==> src/rtl/life_pkg.sv <==
// life_pkg: shared states and grid geometry for the life frame sequencer
package life_pkg;
  typedef enum logic [1:0] {IDLE, SCAN, HOLD, ADVANCE} state_t;
  localparam int GRID_CELLS = 64;
  localparam int PIXEL_W = $clog2(GRID_CELLS);
  localparam logic [PIXEL_W-1:0] LAST_PIXEL = 6'd63;
endpackage

==> src/rtl/life_hold_timer.sv <==
// life_hold_timer: latches the hold period (0 clamped to 1) and counts hold cycles
module life_hold_timer #(
  parameter int PERIOD_W = 24
) (
  input  logic                clk,
  input  logic                rst_n,
  input  logic                clear,
  input  logic                run,
  input  logic [PERIOD_W-1:0] period,
  output logic                expire
);
  logic [PERIOD_W-1:0] eff_m1;
  logic [PERIOD_W-1:0] timer;
  assign expire = run && timer == eff_m1;
  always_ff @(posedge clk or negedge rst_n)
    if (!rst_n) begin
      eff_m1 <= '0;
      timer  <= '0;
    end else if (clear) begin
      eff_m1 <= period == '0 ? '0 : period - PERIOD_W'(1);
      timer  <= '0;
    end else if (run) begin
      timer  <= timer + PERIOD_W'(1);
    end
endmodule

==> src/rtl/life_frame_sequencer.sv <==
// life_frame_sequencer: scans the 8x8 grid out as a stream, holds, then pulses newframe
module life_frame_sequencer
  import life_pkg::*;
#(
  parameter int PERIOD_W = 24,
  parameter int GEN_W    = 16
) (
  input  logic                clk,
  input  logic                rst_n,
  input  logic                enable,
  input  logic                step,
  input  logic [PERIOD_W-1:0] period,
  output logic                newframe,
  output logic [PIXEL_W-1:0]  pixel,
  input  logic [7:0]          pix_data_in,
  output logic                out_valid,
  output logic [7:0]          out_data,
  output logic [PIXEL_W-1:0]  out_index,
  input  logic                out_ready,
  output logic                frame_done,
  output logic                busy,
  output logic [GEN_W-1:0]    gen_count
);
  state_t state;
  logic   accept;
  logic   last_accept;
  logic   expire;
  assign accept      = out_valid && out_ready;
  assign last_accept = accept && pixel == LAST_PIXEL;
  assign out_data    = pix_data_in;
  assign out_index   = pixel;
  assign busy        = state == SCAN || state == ADVANCE;
  life_hold_timer #(.PERIOD_W(PERIOD_W)) u_timer (
    .clk    (clk),
    .rst_n  (rst_n),
    .clear  (last_accept),
    .run    (state == HOLD && enable),
    .period (period),
    .expire (expire)
  );
  always_ff @(posedge clk or negedge rst_n)
    if (!rst_n) begin
      state      <= IDLE;
      newframe   <= 1'b0;
      pixel      <= '0;
      out_valid  <= 1'b0;
      frame_done <= 1'b0;
      gen_count  <= '0;
    end else begin
      newframe   <= 1'b0;
      frame_done <= 1'b0;
      case (state)
        IDLE:
          if (enable || step) begin
            state     <= SCAN;
            out_valid <= 1'b1;
            pixel     <= '0;
          end
        SCAN:
          if (accept) begin
            pixel <= pixel + PIXEL_W'(1);
            if (last_accept) begin
              state      <= HOLD;
              out_valid  <= 1'b0;
              frame_done <= 1'b1;
            end
          end
        HOLD:
          if (step || expire) begin
            state    <= ADVANCE;
            newframe <= 1'b1;
          end
        ADVANCE: begin
          state     <= SCAN;
          out_valid <= 1'b1;
          pixel     <= '0;
          gen_count <= gen_count + GEN_W'(1);
        end
      endcase
    end
endmodule
==> config.mk <==
export PLATFORM = sky130hd
export DESIGN_NAME = life_frame_sequencer
export DESIGN_NICKNAME = d
export VERILOG_FILES = /design/src/rtl/life_pkg.sv /design/src/rtl/life_hold_timer.sv /design/src/rtl/life_frame_sequencer.sv
export SDC_FILE = /design/constraint.sdc
export NUM_CORES = 1
export LEC_CHECK = 0
export ABC_AREA = 1
export ABC_CLOCK_PERIOD_IN_PS = 1800
export CORE_ASPECT_RATIO = 1.75
export CORE_UTILIZATION = 40
export DETAILED_ROUTE_END_ITERATION = 8
export MAX_ROUTING_LAYER = met4
export PLACE_DENSITY = 0.65
export SLEW_MARGIN = 20
export SYNTH_ARGS = -nofsm -noshare
export SYNTH_HDL_FRONTEND = slang
export SYNTH_SLANG_ARGS = --single-unit
export TNS_END_PERCENT = 30
==> constraint.sdc <==
create_clock -name clk -period 1.8 [get_ports clk]
set_clock_uncertainty 0.1 [all_clocks]
set_input_delay 0.45 -clock clk [delete_from_list [all_inputs] [get_ports clk]]
set_output_delay 0.45 -clock clk [all_outputs]
set_load 0.05 [all_outputs]
# [Word level (Yosys, flattened, before mapping)]
# Index checks and enable logic that the tools add are counted.
[op_classes] add_sub_neg=4 n_mul=0 div=0 magnitude_cmp=0 n_eq_ne=9 shifts=0 mux=20 bitwise=0 n_reduce_logical=14
[op_table] operator="24-bit 2-to-1 mux" count=3
[op_table] operator="24-bit by 1-bit adder with 24-bit output, second input constant" count=1
[op_table] operator="24-bit == test" count=1
[op_table] operator="24-bit zero test" count=1
[op_table] operator="24-bit by 1-bit subtractor with 24-bit output, second input constant" count=1
[op_table] operator="6-bit case mux with 3 select lines" count=1
[op_table] operator="16-bit by 1-bit adder with 16-bit output, second input constant" count=1
[op_table] operator="6-bit 2-to-1 mux" count=2
[op_table] operator="1-bit 2-to-1 mux" count=8
[op_table] operator="2-bit 2-to-1 mux" count=4
[op_table] operator="2-bit case mux with 4 select lines" count=1
[op_table] operator="4-bit AND reduction" count=2
[op_table] operator="6-bit by 1-bit adder with 6-bit output, second input constant" count=1
[op_table] operator="6-bit == test, second input constant" count=1
[op_table] operator="2-bit != test, second input constant" count=3
[op_table] operator="2-bit == test, second input constant" count=2
[op_table] operator="1-bit logical AND" count=4
[op_table] operator="1-bit logical OR" count=3
[op_table] operator="1-bit case mux with 3 select lines" count=1
[op_table] operator="3-bit AND reduction" count=1
[op_table] operator="3-bit nonzero test" count=1
[op_table] operator="2-bit by 1-bit == test with 1-bit output, second input constant" count=1
[op_table] operator="2-bit zero test" count=1
[op_table] operator="2-bit by 1-bit != test with 1-bit output, second input constant" count=1
[op_table] operator="2-bit nonzero test" count=1
[word_totals] regBits=75 latch_bits=0 ramBits=0 romBits=0 input_bits=37 memories=0

# [Logic depth before layout (Yosys ltp)]
[depth] ltp_word=6 ltp_mapped=12 depth_no_buf=12

# [Modules after synthesis]
# A second synthesis with hierarchy kept.
[unflattened] cells_unflattened=653 area_unflattened_um2=4722.0
[modules_own_cells] mod="life_hold_timer" instances=1 cells_each=464 area_per_inst_um2=3168.0 seq_area_each_um2=1201.2
[modules_own_cells] mod="life_frame_sequencer" instances=1 cells_each=189 area_per_inst_um2=1554.0 seq_area_each_um2=675.6

# [Worst setup path before layout]
# No wires, ideal clock.
[synth_path] kind="reg-to-reg" start="register pixel[0], in the netlist out_index[0]" end="register u_timer.eff_m1[13]" arrival_time_ns=1.859 slack_ns=-0.241 path_stages_with_launch=10 path_buffers=2 synth_period_minus_slack_ns=2.041 cell_sequence="dfrtp_1 > ha_1 > nand3_1 > nor2_1 > nand4_1 > buf_2 > clkinv_2 > nand2_4 > buf_2 > o22ai_1"
[synth_via] elab_chain_len=2
[synth_lines] item="start, declared" line_no="life_frame_sequencer.sv:14" rtl="output logic [PIXEL_W-1:0] pixel,"
[synth_lines] item="start signal, assigned" line_no="life_frame_sequencer.sv:61" rtl="pixel <= pixel + PIXEL_W'(1);"
[synth_lines] item="6-bit == test" line_no="life_frame_sequencer.sv:29" rtl="assign last_accept = accept && pixel == LAST_PIXEL;"
[synth_lines] item="1-bit logical AND" line_no="life_frame_sequencer.sv:29"
[synth_lines] item="end signal, assigned" line_no="life_hold_timer.sv:20" rtl="eff_m1 <= period == '0 ? '0 : period - PERIOD_W'(1);"
[synth_lines] item="end, declared" line_no="life_hold_timer.sv:12" rtl="logic [PERIOD_W-1:0] eff_m1;"
# No other way between the ends.
# A chain may end at the register's enable or synchronous reset.

# [Worst setup path after layout]
[layout_path] start="register state[1]" end="output port busy"
[layout_via] elab_chain_len=2
[layout_lines] item="start, declared" line_no="life_frame_sequencer.sv:24" rtl="state_t state;"
[layout_lines] item="start signal, assigned" line_no="life_frame_sequencer.sv:43" rtl="state <= IDLE;"
[layout_lines] item="start signal, assigned" line_no="life_frame_sequencer.sv:55" rtl="state <= SCAN;"
[layout_lines] item="start signal, assigned" line_no="life_frame_sequencer.sv:63" rtl="state <= HOLD;"
[layout_lines] item="2-bit by 1-bit == test with 1-bit output / 2-bit == test (equally long branches)" line_no="life_frame_sequencer.sv:32" rtl="assign busy = state == SCAN || state == ADVANCE;"
[layout_lines] item="1-bit logical OR (*)" line_no="life_frame_sequencer.sv:32"
[layout_lines] item="end, declared" line_no="life_frame_sequencer.sv:21" rtl="output logic busy,"
# Every way passes the cells marked *; elsewhere a longest branch is shown, timed or not.

==> results.py <==
metrics = {
    "setup_path": {
        "worstPathArrival_ps": 1390,
        "cp_data_required_time_ps": 1250,
        "r2r-start": "state[1]",
        "startpoint": "state[1]",
        "end_kind": "output pin",
        "crit_fanout": 4,
        "critPathLaunchType": "register",
        "crit_type": "reg -> out",
    },
    "synth": {
        "ys_seq_area_share_pct": 41.38,
        "synth_cells": 602,
        "syn_avg_cell_area_um2": 7.534,
        "synth_cell_types": 39,
        "synthFlopType": "dfrtp_1",
        "async_flop_share_pct": 100.0,
        "synth_edf_count": 0,
        "yosysWarnings": 0,
        "yosys_register_bits": 75,
        "syn_area_mm2": 0.004536,
        "syn_nets": 650,
    },
    "global_routing": {
        "antenna_found_initial": 0,
        "grt_overflow": 0,
        "grt_pass1_wl_mm": 19.66,
        "grt_max_degree": 35,
        "first_global_vias": 4450,
        "grt_util_all_layers_pct": 22.61,
    },
    "floorplanning": {
        "dieArea_mm2": 0.01179,
        "die_w_um": 82.50,
        "fp.coreArea_mm2": 0.01110,
        "initial_core_util_pct": 40.85,
        "fp.dieH_um": 142.9,
        "rows": 51,
        "ioPinCount": 77,
    },
    "sta": {
        "fin_ws_ps": -140.7,
        "drv_slew": 0,
        "tightest_slew_ps": 404.3,
        "relSlewSlack_pct": 73.05,
        "finalHoldViolCount": 0,
        "fmax_ghz": 0.5153,
        "finalSetupViolCount": 3,
        "whs_ps": 419.8,
        "period_share_pct": 107.8,
        "grt_setup_unrepaired": "yes",
        "min_period_ps": 1941,
    },
    "placed_design": {
        "io_buffer_count": 60,
        "dpl.hpwl_mm": 9.132,
        "dp_cells": 854,
        "placed_area_mm2": 0.006105,
        "routabilityCongestion": 0.9738,
        "place_ws_ps": -511.5,
    },
    "clock_network": {
        "clkSlewWorstSetupHoldPaths_ps": 60,
        "cts_tree": "built",
        "numCtsBuffers": 9,
        "ctsLongestPathBuffers": 2,
        "cts_htree_levels": 3,
        "cts_sinks": 75,
        "clockRootBuffer": "clkbuf_16",
        "clock_latency_ps": 340,
    },
    "pwr": {
        "p_int_mw": 4.129,
        "ir_worst_vdd_mv": 1.396,
        "powerDensity_mw_per_mm2": 952.4,
        "switching_power_mw": 2.250,
        "clockPowerShare_pct": 26.4,
        "seqPwrFrac_pct": 31.7,
        "pwr-share-comb_pct": 41.8,
        "switching_share_pct": 35.28,
        "leakage_nw": 3.375,
    },
    "cells_and_area": {
        "diodes": 0,
        "syn_to_final_growth_pct": 47.67,
        "instances_no_fill": 883,
        "drive_gt1_share_pct": 28.63,
        "multi_input_comb_area_mm2": 0.002367,
        "seqCellArea_mm2": 0.001884,
        "nFillCells": 972,
        "stdcell_area_mm2": 0.006698,
        "nNetsFinal": 794,
    },
    "hold_path": {
        "hp-class": "reg -> reg",
        "hp-start": "u_timer.eff_m1[21]",
    },
    "drt": {
        "post_drt_wl_per_cell_um": 13.18,
        "viasPerCell": 4.926,
        "drc": 0,
        "ant_nets": 0,
        "first_pass_iters": 5,
        "first_iter_violations": 161,
        "routed_wirelength_mm": 11.64,
        "route.vias.total": 4350,
    },
    "run_status": {
        "violations": "negative setup slack",
        "status": "complete, but fails checks",
    },
    "job": {
        "drv_cap": 0,
    },
}
## cells in the mapped netlist, types with 2 or more instances
| cell type | instances | area [um2] |
|---|---|---|
| nor2_2 | 3 | 18.77 |
| o21a_1 | 2 | 15.01 |
| xnor2_1 | 12 | 105.1 |
| a21oi_1 | 23 | 115.1 |
| nor2_4 | 3 | 33.78 |
| nand2_1 | 142 | 533.0 |
| nor2_1 | 71 | 266.5 |
| nand3_1 | 27 | 135.1 |
| dfrtp_1 | 75 | 1877 |
| nor3_1 | 8 | 40.04 |
| nand2_4 | 2 | 22.52 |
| nand3_2 | 2 | 20.02 |
| nand2_2 | 3 | 18.77 |
| o22ai_1 | 14 | 87.58 |
| buf_4 | 14 | 105.1 |
| nand4_1 | 11 | 68.82 |
| nor3b_1 | 2 | 15.01 |
| o21ai_0 | 37 | 185.2 |
| inv_2 | 2 | 7.510 |
| and3_1 | 2 | 12.51 |
| xor2_1 | 23 | 201.4 |
| inv_1 | 92 | 345.3 |
| buf_2 | 4 | 20.02 |
| clkbuf_2 | 2 | 10.01 |
| ha_1 | 11 | 137.6 |
| nor4_1 | 2 | 12.51 |
## path summary, 6_finish.rpt
kind	end	slack (ps)	depth (start not counted)
max	busy	-140	6
min	u_timer.eff_m1[21]	420	2
max reg2reg	gen_count[15]	-50	11
min reg2reg	u_timer.eff_m1[21]	420	2
max in group asynchronous	out_index[1]	590	3
min in group asynchronous	gen_count[10]	470	2
## sequential cells by signal, summed over array words and instances (netlist names)
name,flops
frame_done,1
u_timer.timer,24
newframe,1
gen_count,16
state,2
out_index,6
u_timer.eff_m1,24
out_valid,1
## placed cells by master (no fill, tap or decap), types with 3 or more instances in the layout
master and count:
a21oi_1 22, buf_12 32, buf_4 88, buf_6 5, clkbuf_16 9, clkdlybuf4s50_1 17
dfrtp_1 69, dfrtp_2 6, dlygate4sd2_1 8, ha_1 4, ha_2 3, ha_4 4
inv_1 86, inv_2 7, nand2_1 135, nand2_2 8, nand2_4 4, nand3_1 24
nand3_2 5, nand4_1 11, nor2_1 53, nor2_2 16, nor2_4 8, nor3_1 5
nor3_2 4, o21ai_0 29, o21ai_1 8, o22ai_1 14, xnor2_1 12, xor2_1 22
## per-stage QoR
stage / utilization, % / TNS, ps / power [mW]
final: 60.32 / -191.4 / 6.379
after floorplan: - / -14.69 / 3.196
after CTS: 59.07 / -395.3 / 6.287
after global routing: 60.32 / -1723 / 6.706
after global placement: 54.98 / -15940 / 4.290
after detailed placement: 54.98 / -16660 / 4.387
## timing repair
item	in CTS	in global routing
hold buffers	1	0
endpoints found under the hold margin	13	0
setup buffers	7	5
endpoints found under the setup margin	40	46
resized for setup	42	41
pin swaps	14	12
## area by class of cell
type | count | share of cell area (%)
sequential | 75 | 28.13
tap | 132 | 2.466
multi-input combinational | 411 | 35.34
timing repair buffer | 154 | 24.45
clock buffer | 12 | 3.830
inverter | 95 | 5.399
clock inverter | 4 | 0.3736
## worst max-delay path, stage by stage (launching register included)
cell and delay, ps:
dfrtp_1 360, buf_6 130, inv_2 60, ha_4 160, inv_1 130, nand2_4 70, buf_12 150
## logic make-up (layout without fill, tap and decap cells)
family	Yosys count	in the layout	synth area share, %
buffers and inverters	116	265	10.95
adder cells (fa/ha/maj)	11	11	3.034
AND/OR/NAND/NOR	283	283	28.06
AO/OA/AOI/OAI	82	82	9.821
flip-flops	75	75	41.38
XOR/XNOR	35	35	6.759
## power by group through the flow
stage	sequential, mW	combinational (mW)	clock (mW)
floorplan	2.32	0.872	0
global placement	2.04	2.25	0
detailed placement	2.05	2.34	0
CTS	2.03	2.55	1.72
global route	2.04	2.88	1.78
finish	2.02	2.67	1.69
## routing by layer
layer,GRT usage [%],routed length (um),up-vias
li1,-,-,2184
met1,22.11,4171,2010
met2,40.71,6591,116
met3,3.323,363,40
met4,13.34,510,0
met5,-,0,-
Power figures use the tool's default switching activity.
